`config.mk`:
```
export PLATFORM = sky130hd
export DESIGN_NAME = mult_sequencer
export DESIGN_NICKNAME = d
export VERILOG_FILES = /design/src/rtl/mult_sequencer.sv
export SDC_FILE = /design/constraint.sdc
export NUM_CORES = 1
export LEC_CHECK = 0
export ABC_CLOCK_PERIOD_IN_PS = 3250
export CORE_UTILIZATION = 45
export DETAILED_ROUTE_END_ITERATION = 8
export GPL_ROUTABILITY_DRIVEN = 0
export HOLD_SLACK_MARGIN = 0.08
export PLACE_DENSITY = 0.94
export SYNTH_ARGS = -nofsm -noshare
export SYNTH_HDL_FRONTEND = slang
export SYNTH_SLANG_ARGS = --single-unit
```
`constraint.sdc`:
```
create_clock -name clk_in -period 3.25 [get_ports clk_in]
set_input_delay 0.8125 -clock clk_in [delete_from_list [all_inputs] [get_ports clk_in]]
set_output_delay 0.8125 -clock clk_in [all_outputs]
set_load 0.01 [all_outputs]
```
`src/rtl/mult_sequencer.sv`:
```
// mult_sequencer: radix-2 Booth sequential multiplier that drives an external
// add/sub ALU and retires one Booth iteration per clock.
//
// Optional feature macro: MULT_SEQUENCER_FLAGS_EN
//   defined   -> product_Z_out / product_N_out are registered on entry to DONE
//   undefined -> both flag ports are tied to 0
//
// Handshake: start_in is a request sampled only while the block is IDLE
// (busy_out low). Once accepted, busy_out stays high until the block returns
// to IDLE. done_out is a single-cycle pulse, and product_out is valid while
// done_out is high. product_out then holds until the next accepted start.
// state_dbg_out exposes the FSM state so that checkers can observe it.
module mult_sequencer #(
    parameter int WIDTH = 16
) (
    input  logic               clk_in,
    input  logic               rst_in,
    input  logic               start_in,
    input  logic [WIDTH-1:0]   mult_A_in,
    input  logic [WIDTH-1:0]   mult_B_in,
    output logic [WIDTH-1:0]   alu_A_out,
    output logic [WIDTH-1:0]   alu_B_out,
    output logic               alu_op_out,
    input  logic [WIDTH-1:0]   alu_result_in,
    output logic               busy_out,
    output logic               done_out,
    output logic [2*WIDTH-1:0] product_out,
    output logic               product_Z_out,
    output logic               product_N_out,
    output logic [1:0]         state_dbg_out
);

    localparam int CNT_W = $clog2(WIDTH + 1);

    localparam logic [1:0] S_IDLE = 2'd0;
    localparam logic [1:0] S_RUN  = 2'd1;
    localparam logic [1:0] S_DONE = 2'd2;

    logic [1:0]       state;
    logic [WIDTH-1:0] a;
    logic [WIDTH-1:0] q;
    logic             q_1;
    logic [WIDTH-1:0] m;
    logic [CNT_W-1:0] cnt;

    logic             op_sub;
    logic             take_result;
    logic [WIDTH-1:0] a_sel;
    logic             addend_sign;
    logic             overflow;
    logic             true_sign;
    logic [WIDTH-1:0] a_next;
    logic [WIDTH-1:0] q_next;
    logic             last_iter;

    // Booth step: choose the ALU operation, then shift the selected value
    // right, inserting the true sign so that the ALU wrap-around is corrected.
    always_comb begin
        op_sub      = 1'b0;
        take_result = 1'b0;
        if (state == S_RUN) begin
            case ({q[0], q_1})
                2'b10:   begin op_sub = 1'b1; take_result = 1'b1; end
                2'b01:   take_result = 1'b1;
                default: take_result = 1'b0;
            endcase
        end
        a_sel       = take_result ? alu_result_in : a;
        // The sign of the effective addend is the sign of M, or of -M when subtracting.
        addend_sign = op_sub ? ~m[WIDTH-1] : m[WIDTH-1];
        overflow    = take_result && (a[WIDTH-1] == addend_sign)
                                  && (a_sel[WIDTH-1] != a[WIDTH-1]);
        true_sign   = a_sel[WIDTH-1] ^ overflow;
        a_next      = {true_sign, a_sel[WIDTH-1:1]};
        q_next      = {a_sel[0], q[WIDTH-1:1]};
        last_iter   = (state == S_RUN) && (cnt == CNT_W'(1));
    end

    // FSM and datapath registers: load on accepted start, iterate in RUN, hold otherwise.
    always_ff @(posedge clk_in or posedge rst_in) begin
        if (rst_in) begin
            state <= S_IDLE;
            a     <= '0;
            q     <= '0;
            q_1   <= 1'b0;
            m     <= '0;
            cnt   <= '0;
        end else begin
            case (state)
                S_IDLE: begin
                    if (start_in) begin
                        state <= S_RUN;
                        a     <= '0;
                        q     <= mult_B_in;
                        q_1   <= 1'b0;
                        m     <= mult_A_in;
                        cnt   <= CNT_W'(WIDTH);
                    end
                end
                S_RUN: begin
                    a   <= a_next;
                    q   <= q_next;
                    q_1 <= q[0];
                    cnt <= cnt - CNT_W'(1);
                    if (last_iter) begin
                        state <= S_DONE;
                    end
                end
                S_DONE: begin
                    state <= S_IDLE;
                end
                default: begin
                    state <= S_IDLE;
                end
            endcase
        end
    end

`ifdef MULT_SEQUENCER_FLAGS_EN
    logic flag_z;
    logic flag_n;

    // Capture the flags from the final product as the FSM enters DONE.
    always_ff @(posedge clk_in or posedge rst_in) begin
        if (rst_in) begin
            flag_z <= 1'b0;
            flag_n <= 1'b0;
        end else if (last_iter) begin
            flag_z <= ({a_next, q_next} == '0);
            flag_n <= a_next[WIDTH-1];
        end
    end

    assign product_Z_out = flag_z;
    assign product_N_out = flag_n;
`else
    assign product_Z_out = 1'b0;
    assign product_N_out = 1'b0;
`endif

    assign alu_A_out     = a;
    assign alu_B_out     = m;
    assign alu_op_out    = op_sub;
    assign busy_out      = (state != S_IDLE);
    assign done_out      = (state == S_DONE);
    assign product_out   = {a, q};
    assign state_dbg_out = state;

endmodule

```
# Yosys cells after proc, flatten, opt, wreduce, memory -nomap -nowiden
# Cells that the tools add are included.
# word_totals
in_bits	51
reg_bits	56
# op_classes
eq_ne	9
reduce_logical	10
n_bitwise	2
muxes	17
n_addsub	1
# ops
op	count
16-bit case mux with 2 select lines	2
16-bit two-way mux	3
5-bit case mux with 2 select lines	1
1-bit two-way mux	6
2-bit AND reduction	3
5-bit by 1-bit equality test with 1-bit output (second input constant)	1
5-bit two-way mux	1
5-bit by 1-bit subtractor with 5-bit output (second input constant)	1
2-bit by 1-bit equality test with 1-bit output (second input constant)	2
2-bit equality test (second input constant)	2
2-bit two-way mux	2
2-bit inequality test (second input constant)	2
2-bit case mux with 2 select lines	1
2-bit nonzero test	2
1-bit logical AND	3
2-bit zero test	1
1-bit case mux with 2 select lines	1
2-bit OR reduction	1
1-bit equality test	1
1-bit inequality test	1
1-bit NOT	1
1-bit XOR	1

# Logic depth before layout (Yosys ltp)
# Gate-level depths: netlist of the first run.
# depth
word_depth	9
depth_mapped	6

# Least setup slack after synthesis of the first run
# OpenSTA, ideal clock, no wires.
# synth_timing
path_type	reg2out
from	reg state[0] (netlist: state_dbg_out[0])
to	out busy_out
path_slack_ns	1.195
arrival_ns	1.242
n_path_buf	3
stages_incl_launch_ff	5
cell_sequence	dfrtp_1 > buf_4 > buf_2 > buf_1 > or2_2
# synth_via
elab_chain_len	1
# synth_rtl
item	line_no	source
start: declaration	39	logic [1:0] state;
start signal: assignment	82	state <= S_IDLE;
start signal: assignment	92	state <= S_RUN;
start signal: assignment	106	state <= S_DONE;
2-bit nonzero test	144	assign busy_out = (state != S_IDLE);
end: declaration	25	output logic busy_out,
# Every way passes these cells.

# Final worst setup path of the first run
# Ends and elaborated chain as after synthesis.

==> flow_metrics.py, run 1 <==
metrics = {
    "global_routing": {
        "grt_pass1_wl_um": 9880,
        "grt_max_degree": 57,
        "grt_pass1_vias": 2154,
        "antenna_found_initial": 0,
        "gr-total-overflow": 0,
        "track_usage_pct": 19.86,
    },
    "job": {
        "drv_cap": 0,
    },
    "critical_path": {
        "rrSetupSlack_ns": 1.22,
        "path_class": "flip-flop to output port",
        "cpMaxStageDelayCell": "clkdlybuf4s50_1",
        "cp_max_fo": 38,
        "reg2reg_from": "q[0]",
        "reg2regPathDepth": 4,
        "crit_path_start_kind": "flip-flop",
        "path_delay_family": "buffers and inverters",
        "path_cells": "buf_4 > or2_2 > clkdlybuf4s50_1",
        "timing.critical_path.required_ns": 2.44,
        "r2r-end": "q[15]",
        "arrival_ns": 1.77,
        "path_buf_inv": 2,
        "endpoint_kind": "output port",
        "slowest_delay_ns": 0.51,
    },
    "timing": {
        "finalClockSkew_ns": 0.01654,
        "max_freq_mhz": 386.9,
        "whs_ns": 0.4847,
        "setup_violations": 0,
        "hold_viol": 0,
        "min_period_ns": 2.585,
        "final-max-slew-violation-count": 0,
        "rsz0062_at_grt": "no",
        "setup_tns_ns": 0,
        "slew_headroom_pct": 39.87,
        "tightest_slew_ns": 0.9020,
        "fin_crit_sh_pct": 79.53,
    },
    "hold_path": {
        "worst_hold_startpoint": "alu_B_out[4]",
        "holdCritPathClass": "flip-flop to flip-flop",
        "hold_path_depth": 2,
        "hold_end": "alu_B_out[4]",
    },
    "placement": {
        "place_inst": 453,
        "detailed_place_hpwl_um": 4479,
        "place_area_sq_um": 3846,
        "numPortBuffers": 119,
    },
    "detailed_routing": {
        "first_pass_iters": 4,
        "wl_per_cell_um": 13.80,
        "vias": 2307,
        "ant_nets": 0,
        "drc": 0,
        "first_iter_violations": 124,
        "totalWireLength_um": 6361,
        "viasPerCell": 5.004,
    },
    "layout": {
        "area_growth_pct": 42.35,
        "seq_area_sq_um": 1401,
        "final_cell_mix": "119 x clkdlybuf4s50_1, 67 x nand2_1, 56 x dfrtp_1",
        "stdcell_area_sq_um": 3936,
        "antenna_cells": 0,
        "layout-drive-gt1-share_pct": 5.181,
        "post_layout_nonfiller_instances": 461,
        "multiInputGateArea_sq_um": 1100,
        "fillCellCount": 468,
        "final_nets": 439,
        "layout_commonest_cell": "clkdlybuf4s50_1",
    },
    "yosys": {
        "synth-edff-count": 0,
        "synthCells": 289,
        "netlist-cell-type-count": 33,
        "ys_async_sr_fraction_pct": 100.0,
        "synth_area_sq_um": 2765,
        "ys_seq_elements": 56,
        "yosysWarnings": 0,
        "syn_area_per_cell_sq_um": 9.568,
        "yosysSeqAreaShare_pct": 50.68,
        "yosys_most_used_dff": "dfrtp_1",
    },
    "power": {
        "p_per_area_nw_per_um2": 934.6,
        "switching_power_w": 0.001407,
        "clkPwrFrac_pct": 10.3,
        "switching_share_pct": 38.24,
        "leakage_nw": 1.786,
        "seq_power_share_pct": 35.4,
        "combPwrFrac_pct": 54.3,
        "internal_power_w": 0.002272,
        "vdd_drop_max_mv": 0.4851,
    },
    "clocking": {
        "cts_hold_buf": 0,
        "cts-resized-gates": 0,
        "cts_tree": "yes",
        "clk_latency_ns": 0.31,
        "clock_path_buffers": 2,
        "path_clk_slew_ns": 0.11,
        "clock_sinks": 56,
        "numCtsBuffers": 5,
        "clockRootBuffer": "clkbuf_8",
        "cts_max_level": 2,
        "postCtsSetupRepairBufs": 0,
    },
    "floorplanning": {
        "ios": 122,
        "initial_core_util_pct": 46.70,
        "die_h_um": 80.39,
        "core_sq_um": 5921,
        "dieArea_sq_um": 6463,
        "placementRows": 28,
        "die_x_um": 80.39,
    },
    "status": {
        "run_status": "finished, final reports clean",
    },
}
==> flip-flops by register name (all words and copies together) (netlist names) <==
register       cells
alu_A_out         16
alu_B_out         16
q                 16
cnt                5
state_dbg_out      2
q_1                1
==> power groups by stage <==
stage | Sequential (W) | Clock [W] | Combinational [W]
detailed placement | 0.00131 | 0 | 0.00201
CTS | 0.00130 | 0.000393 | 0.00201
floorplan | 0.00140 | 0 | 0.00104
global placement | 0.00130 | 0 | 0.00194
global route | 0.00135 | 0.000424 | 0.00220
finish | 0.00130 | 0.000379 | 0.00200
==> layout make-up <==
class	instances	share of cell area, %
Clock buffer	5	1.748
Clock inverter	3	0.5404
Inverter	4	0.3814
Multi-Input combinational cell	193	27.94
Sequential cell	56	35.60
Tap cell	75	2.384
Timing Repair Buffer	125	31.41
==> through the flow <==
step / power (W) / worst slack, ns / util (%)
3_5_place_dp: 0.003321 / 0.5980 / 64.96
3_3_place_gp: 0.003236 / 0.6552 / 64.96
6_report: 0.003679 / 0.6653 / 66.48
5_1_grt: 0.003964 / 0.5704 / 66.48
4_1_cts: 0.003705 / 0.6626 / 66.48
2_1_floorplan: 0.002436 / 1.066 / -
==> how the worst max path moves through the flow <==
stage	slack [ns]	to	startpoint	cells past startpoint
global route	0.57	alu_op_out	state_dbg_out[1]	3
floorplan	1.07	alu_A_out[0]	rst_in	1
detailed placement	0.60	cnt[1]	start_in	5
finish	0.67	busy_out	state_dbg_out[0]	3
CTS	0.66	busy_out	state_dbg_out[0]	3
global placement	0.66	alu_A_out[0]	start_in	5
==> per-layer routing <==
| metal | vias up | GRT usage, % | part of all wire (%) |
|---|---|---|---|
| li1 | 1138 | - | - |
| met1 | 1077 | 24.32 | 43 |
| met2 | 85 | 33.73 | 49 |
| met3 | 7 | 4.773 | 6.3 |
| met4 | 0 | 7.321 | 1.2 |
| met5 | - | 0 | 0 |
==> logic make-up after synthesis <==
kind of cell	count (synthesis)	synth area share [%]
other cells	1	0.1356
simple gates	115	21.04
flops	56	50.68
xor+xnor	1	0.3168
buf+inv	41	9.683
mux	17	6.154
fa+ha+maj	3	1.358
compound gates	55	10.63
==> tightest hold or removal path, stage by stage (launching register included) <==
cell and delay [ns]:
dfrtp_1 0.35, nand2_1 0.05, nand2_1 0.05
==> cell usage after synthesis, drive strengths merged (2+ instances only) <==
cell type / n / share of area (%)
a21oi: 16 / 2.9
nor2: 2 / 0.27
o21ai: 34 / 6.2
dfrtp: 56 / 51
o211ai: 2 / 0.54
clkbuf: 5 / 0.68
inv: 4 / 0.54
mux2i: 17 / 6.2
and2: 2 / 0.45
ha: 3 / 1.4
buf: 32 / 8.5
and3b: 15 / 4.8
nand3: 18 / 3.3
nor2b: 3 / 0.68
nand2: 67 / 9.1
Note: power is estimated with default switching activity, not from simulation.
==> run 2: changes to the inputs <==
==> config.mk (replaced) <==
export PLATFORM = sky130hd
export DESIGN_NAME = mult_sequencer
export DESIGN_NICKNAME = d
export VERILOG_FILES = /design/src/rtl/mult_sequencer.sv
export SDC_FILE = /design/constraint.sdc
export NUM_CORES = 1
export LEC_CHECK = 0
export ABC_CLOCK_PERIOD_IN_PS = 2650
export CORE_UTILIZATION = 42
export DETAILED_ROUTE_END_ITERATION = 8
export GPL_ROUTABILITY_DRIVEN = 0
export HOLD_SLACK_MARGIN = 0.08
export PLACE_DENSITY = 0.89
export SYNTH_ARGS = -nofsm -noshare
export SYNTH_HDL_FRONTEND = slang
export SYNTH_SLANG_ARGS = --single-unit
==> constraint.sdc (replaced) <==
create_clock -name clk_in -period 2.65 [get_ports clk_in]
set_input_delay 0.6625 -clock clk_in [delete_from_list [all_inputs] [get_ports clk_in]]
set_output_delay 0.6625 -clock clk_in [all_outputs]
set_load 0.01 [all_outputs]
==> run 2 against run 1 <==
Effect of this change: global-route usage rose by 0.20 points; core utilization fell by 3.8 points; highest routed layer unchanged; non-clock buffer count rose by 5; worst hold slack improved by 0.0041 ns; cell area rose by 1.1%; clock skew fell by 0.013 ns; clock power rose by 20%; die area rose by 7.0%; largest power group unchanged; sequential power rose by 24%; register-to-register slack got worse by 0.37 ns; flip-flop and latch count did not move.
==> flow_metrics.py, run 2 (synthesized netlist as in run 1, its figures left out) <==
metrics = {
    "floorplanning": {
        "dieArea_sq_um": 6912,
        "core_sq_um": 6350,
        "initial_core_util_pct": 43.55,
        "placementRows": 29,
        "die_h_um": 83.14,
        "ios": 122,
        "die_x_um": 83.14,
    },
    "timing": {
        "min_period_ns": 2.427,
        "setup_tns_ns": 0,
        "max_freq_mhz": 412.0,
        "setup_violations": 0,
        "finalClockSkew_ns": 0.003574,
        "rsz0062_at_grt": "no",
        "tightest_slew_ns": 0.7492,
        "slew_headroom_pct": 50.02,
        "hold_viol": 0,
        "final-max-slew-violation-count": 0,
        "fin_crit_sh_pct": 91.59,
    },
    "critical_path": {
        "path_buf_inv": 1,
        "cp_max_fo": 16,
        "timing.critical_path.required_ns": 1.99,
        "path_class": "flip-flop to output port",
        "path_cells": "nor2b_1 > and2_1 > clkdlybuf4s50_1",
        "cpMaxStageDelayCell": "dfrtp_1",
        "path_delay_family": "flip-flops",
        "endpoint_kind": "output port",
        "crit_path_start_kind": "flip-flop",
        "arrival_ns": 1.76,
        "rrSetupSlack_ns": 0.85,
        "slowest_delay_ns": 0.56,
    },
    "detailed_routing": {
        "totalWireLength_um": 6643,
        "drc": 0,
        "first_pass_iters": 4,
        "wl_per_cell_um": 14.22,
        "vias": 2358,
        "viasPerCell": 5.049,
        "first_iter_violations": 100,
        "ant_nets": 0,
    },
    "placement": {
        "detailed_place_hpwl_um": 4849,
        "place_inst": 460,
        "numPortBuffers": 119,
    },
    "layout": {
        "final_cell_mix": "119 x clkdlybuf4s50_1, 67 x nand2_1, 56 x dfrtp_1",
        "fillCellCount": 532,
        "final_nets": 444,
        "area_growth_pct": 43.94,
        "antenna_cells": 0,
        "layout-drive-gt1-share_pct": 6.154,
        "post_layout_nonfiller_instances": 467,
        "layout_commonest_cell": "clkdlybuf4s50_1",
    },
    "clocking": {
        "path_clk_slew_ns": 0.10,
        "clockRootBuffer": "clkbuf_8",
        "cts-resized-gates": 0,
        "cts_hold_buf": 0,
        "cts_max_level": 2,
        "clk_latency_ns": 0.31,
        "postCtsSetupRepairBufs": 0,
        "clock_sinks": 56,
        "clock_path_buffers": 2,
        "cts_tree": "yes",
        "numCtsBuffers": 5,
    },
    "power": {
        "vdd_drop_max_mv": 0.7526,
        "leakage_nw": 1.809,
        "p_per_area_nw_per_um2": 1147,
        "power.total_w": 0.004567,
    },
    "global_routing": {
        "grt_max_degree": 36,
        "grt_pass1_wl_um": 11410,
        "grt_pass1_vias": 2360,
        "track_usage_pct": 20.06,
        "gr-total-overflow": 0,
        "antenna_found_initial": 0,
    },
    "job": {
        "drv_cap": 0,
    },
    "hold_path": {
        "holdCritPathClass": "flip-flop to flip-flop",
    },
    "status": {
        "run_status": "finished, final reports clean",
    },
}
run 2: worst paths after layout:
path | startpoint | end | cells after the start
worst max-delay path | state_dbg_out[1] | alu_op_out | 3
worst min-delay path | alu_B_out[11] | alu_B_out[11] | 2
worst max register to register | q[0] | alu_A_out[15] | 5
worst min register to register | alu_B_out[11] | alu_B_out[11] | 2
max in group asynchronous | rst_in | q[1] | 3
min in group asynchronous | rst_in | alu_B_out[7] | 2
run 2: layer usage:
layer	wire length [um]	up-vias	track usage, %
met5	0	-	0
met4	45	0	3.605
met3	367	5	4.871
met2	3310	71	33.90
met1	2919	1125	26.53
li1	-	1157	-
run 2: cell type report:
class / instances / area (sq um) / area share (%)
clock inverter: 2 / 12.51 / 0.3144
sequential: 56 / 1401 / 35.21
multi-input combinational: 193 / 1100 / 27.63
inverter: 4 / 15.01 / 0.3772
timing repair buffer: 130 / 1286 / 32.32
tap: 77 / 96.34 / 2.421
clock buffer: 5 / 68.82 / 1.729
run 2: stage by stage:
stage,instance area (sq um),setup slack [ns],util (%),hold slack (ns)
finish,3980,0.2228,62.68,0.4889
global route,3980,0.1772,62.68,0.5172
global placement,3899,0.4954,61.40,0.4569
detailed placement,3899,0.4696,61.40,0.4660
floorplan,2769,0.6162,-,0.4506
CTS,3980,0.2013,62.68,0.4904
run 2: where the power goes:
group          internal [W]  switching, W  total [W]
Clock              0.000180      0.000275   0.000455
Sequential          0.00126      0.000351    0.00161
Combinational       0.00138       0.00112    0.00250
run 2: tightest hold or removal path, stage by stage (launching register included):
cell and delay [ns]:
dfrtp_1 0.36, nand2_1 0.05, nand2_1 0.06
==> run 3: changes to the inputs <==
==> config.mk (replaced) <==
export PLATFORM = sky130hd
export DESIGN_NAME = mult_sequencer
export DESIGN_NICKNAME = d
export VERILOG_FILES = /design/src/rtl/mult_sequencer.sv
export SDC_FILE = /design/constraint.sdc
export NUM_CORES = 1
export LEC_CHECK = 0
export ABC_CLOCK_PERIOD_IN_PS = 2800
export CORE_UTILIZATION = 45
export DETAILED_ROUTE_END_ITERATION = 8
export GPL_ROUTABILITY_DRIVEN = 0
export HOLD_SLACK_MARGIN = 0.08
export PLACE_DENSITY = 0.94
export SYNTH_ARGS = -nofsm -noshare
export SYNTH_HDL_FRONTEND = slang
export SYNTH_SLANG_ARGS = --single-unit
==> constraint.sdc (replaced) <==
create_clock -name clk_in -period 2.8 [get_ports clk_in]
set_input_delay 0.7 -clock clk_in [delete_from_list [all_inputs] [get_ports clk_in]]
set_output_delay 0.7 -clock clk_in [all_outputs]
set_load 0.01 [all_outputs]
==> run 3 against run 2 <==
Effect of this change: worst hold slack got worse by 0.0099 ns; setup slack improved by 0.12 ns; register-to-register slack improved by 0.24 ns; sequential share of layout area increased by 0.22 points; largest power group unchanged; highest routed layer unchanged.
==> flow_metrics.py, run 3 (synthesized netlist as in run 1, its figures left out) <==
metrics = {
    "status": {
        "run_status": "finished, final reports clean",
    },
    "detailed_routing": {
        "drc": 0,
        "first_iter_violations": 103,
        "first_pass_iters": 4,
        "vias": 2360,
        "ant_nets": 0,
        "wl_per_cell_um": 13.89,
        "viasPerCell": 5.097,
        "totalWireLength_um": 6430,
    },
    "timing": {
        "final-max-slew-violation-count": 0,
        "hold_viol": 0,
        "tightest_slew_ns": 0.7572,
        "slew_headroom_pct": 49.49,
        "finalClockSkew_ns": 0.01428,
        "setup_violations": 0,
        "max_freq_mhz": 407.7,
        "rsz0062_at_grt": "no",
        "fin_crit_sh_pct": 87.60,
        "setup_tns_ns": 0,
        "min_period_ns": 2.453,
    },
    "power": {
        "p_per_area_nw_per_um2": 1082,
        "leakage_nw": 1.795,
        "combPwrFrac_pct": 54.4,
        "power.total_w": 0.004281,
        "internal_power_w": 0.002663,
        "clkPwrFrac_pct": 10.4,
        "seq_power_share_pct": 35.2,
        "vdd_drop_max_mv": 0.5514,
        "switching_share_pct": 37.79,
        "switching_power_w": 0.001618,
    },
    "critical_path": {
        "arrival_ns": 1.75,
        "path_class": "flip-flop to output port",
        "endpoint_kind": "output port",
        "rrSetupSlack_ns": 1.09,
        "timing.critical_path.required_ns": 2.10,
        "crit_path_start_kind": "flip-flop",
        "cp_max_fo": 6,
    },
    "clocking": {
        "numCtsBuffers": 5,
        "cts_max_level": 2,
        "cts_tree": "yes",
        "cts-resized-gates": 0,
        "postCtsSetupRepairBufs": 0,
        "clock_path_buffers": 2,
        "clockRootBuffer": "clkbuf_8",
        "clk_latency_ns": 0.30,
        "clock_sinks": 56,
        "path_clk_slew_ns": 0.09,
        "cts_hold_buf": 0,
    },
    "floorplanning": {
        "core_sq_um": 5921,
        "placementRows": 28,
        "initial_core_util_pct": 46.70,
        "die_x_um": 80.39,
        "dieArea_sq_um": 6463,
        "ios": 122,
        "die_h_um": 80.39,
    },
    "layout": {
        "layout-drive-gt1-share_pct": 5.412,
        "final_nets": 441,
        "final_util_pct": 66.80,
        "area_growth_pct": 43.03,
        "antenna_cells": 0,
        "layout_commonest_cell": "clkdlybuf4s50_1",
        "final_cell_mix": "119 x clkdlybuf4s50_1, 67 x nand2_1, 56 x dfrtp_1",
    },
    "hold_path": {
        "holdCritPathClass": "flip-flop to flip-flop",
    },
    "global_routing": {
        "gr-usage-met1_pct": 23.39,
        "grt_max_degree": 57,
        "gr-total-overflow": 0,
        "antenna_found_initial": 0,
        "track_usage_pct": 19.54,
        "grtUsageMet2_pct": 35.68,
        "met3_usage_pct": 4.205,
        "grt_pass1_wl_um": 9798,
        "busiest_layer": "met2",
        "grt_pass1_vias": 2149,
    },
    "job": {
        "drv_cap": 0,
    },
    "placement": {
        "detailed_place_hpwl_um": 4714,
        "numPortBuffers": 119,
    },
}
[run 3: cell count changes in the layout (fill, tap and decap cells not counted)]
cell      change
clkinv_2      -1
clkbuf_1      +1
buf_12        -1
clkbuf_8      +1
buf_4         -2
[run 3: worst max-delay path, cell delays in order (launching register included)]
cell,delay [ns]
dfrtp_1,0.39
nor2b_1,0.33
and2_1,0.20
clkdlybuf4s50_1,0.53
[run 3: area by class of cell]
cell class	count	area (sq um)
inverter	4	15.01
fill	480	1966
tap	75	93.84
timing repair buffer	127	1251
clock buffer	7	86.33
clock inverter	1	7.507
sequential	56	1401
multi-input combinational	193	1100
[run 3: layer usage]
metal	part of all wire, %	wire (um)
met1	41	2627
met5	0	0
met2	52	3374
met4	0.79	51
met3	5.9	378
[run 3: per-stage QoR]
step | worst slack (ns) | instance area, sq um | hold WS [ns] | cells
2_1_floorplan | 0.7287 | 2769 | 0.4506 | 290
3_3_place_gp | 0.5878 | 3861 | 0.4572 | 455
3_5_place_dp | 0.5213 | 3861 | 0.4660 | 455
4_1_cts | 0.3212 | 3955 | 0.4863 | 463
5_1_grt | 0.2692 | 3955 | 0.5161 | 463
6_report | 0.3472 | 3955 | 0.4790 | 463
[run 3: final timing paths]
check                                 start           end  depth (start not counted)
setup reg to reg           state_dbg_out[0]        cnt[3]                          4
min in group asynchronous            rst_in          q[6]                          3
hold reg to reg                alu_B_out[7]  alu_B_out[7]                          2
hold / removal                 alu_B_out[7]  alu_B_out[7]                          2
max in group asynchronous            rst_in        cnt[2]                          3
setup / recovery           state_dbg_out[1]    alu_op_out                          3
[run 3: power by group through the flow]
stage	Sequential (W)	Clock [W]	Combinational, W
after floorplan	0.00162	0	0.00121
after global placement	0.00150	0	0.00227
after detailed placement	0.00152	0	0.00235
after CTS	0.00151	0.000460	0.00236
after global routing	0.00157	0.000493	0.00255
final	0.00151	0.000446	0.00233
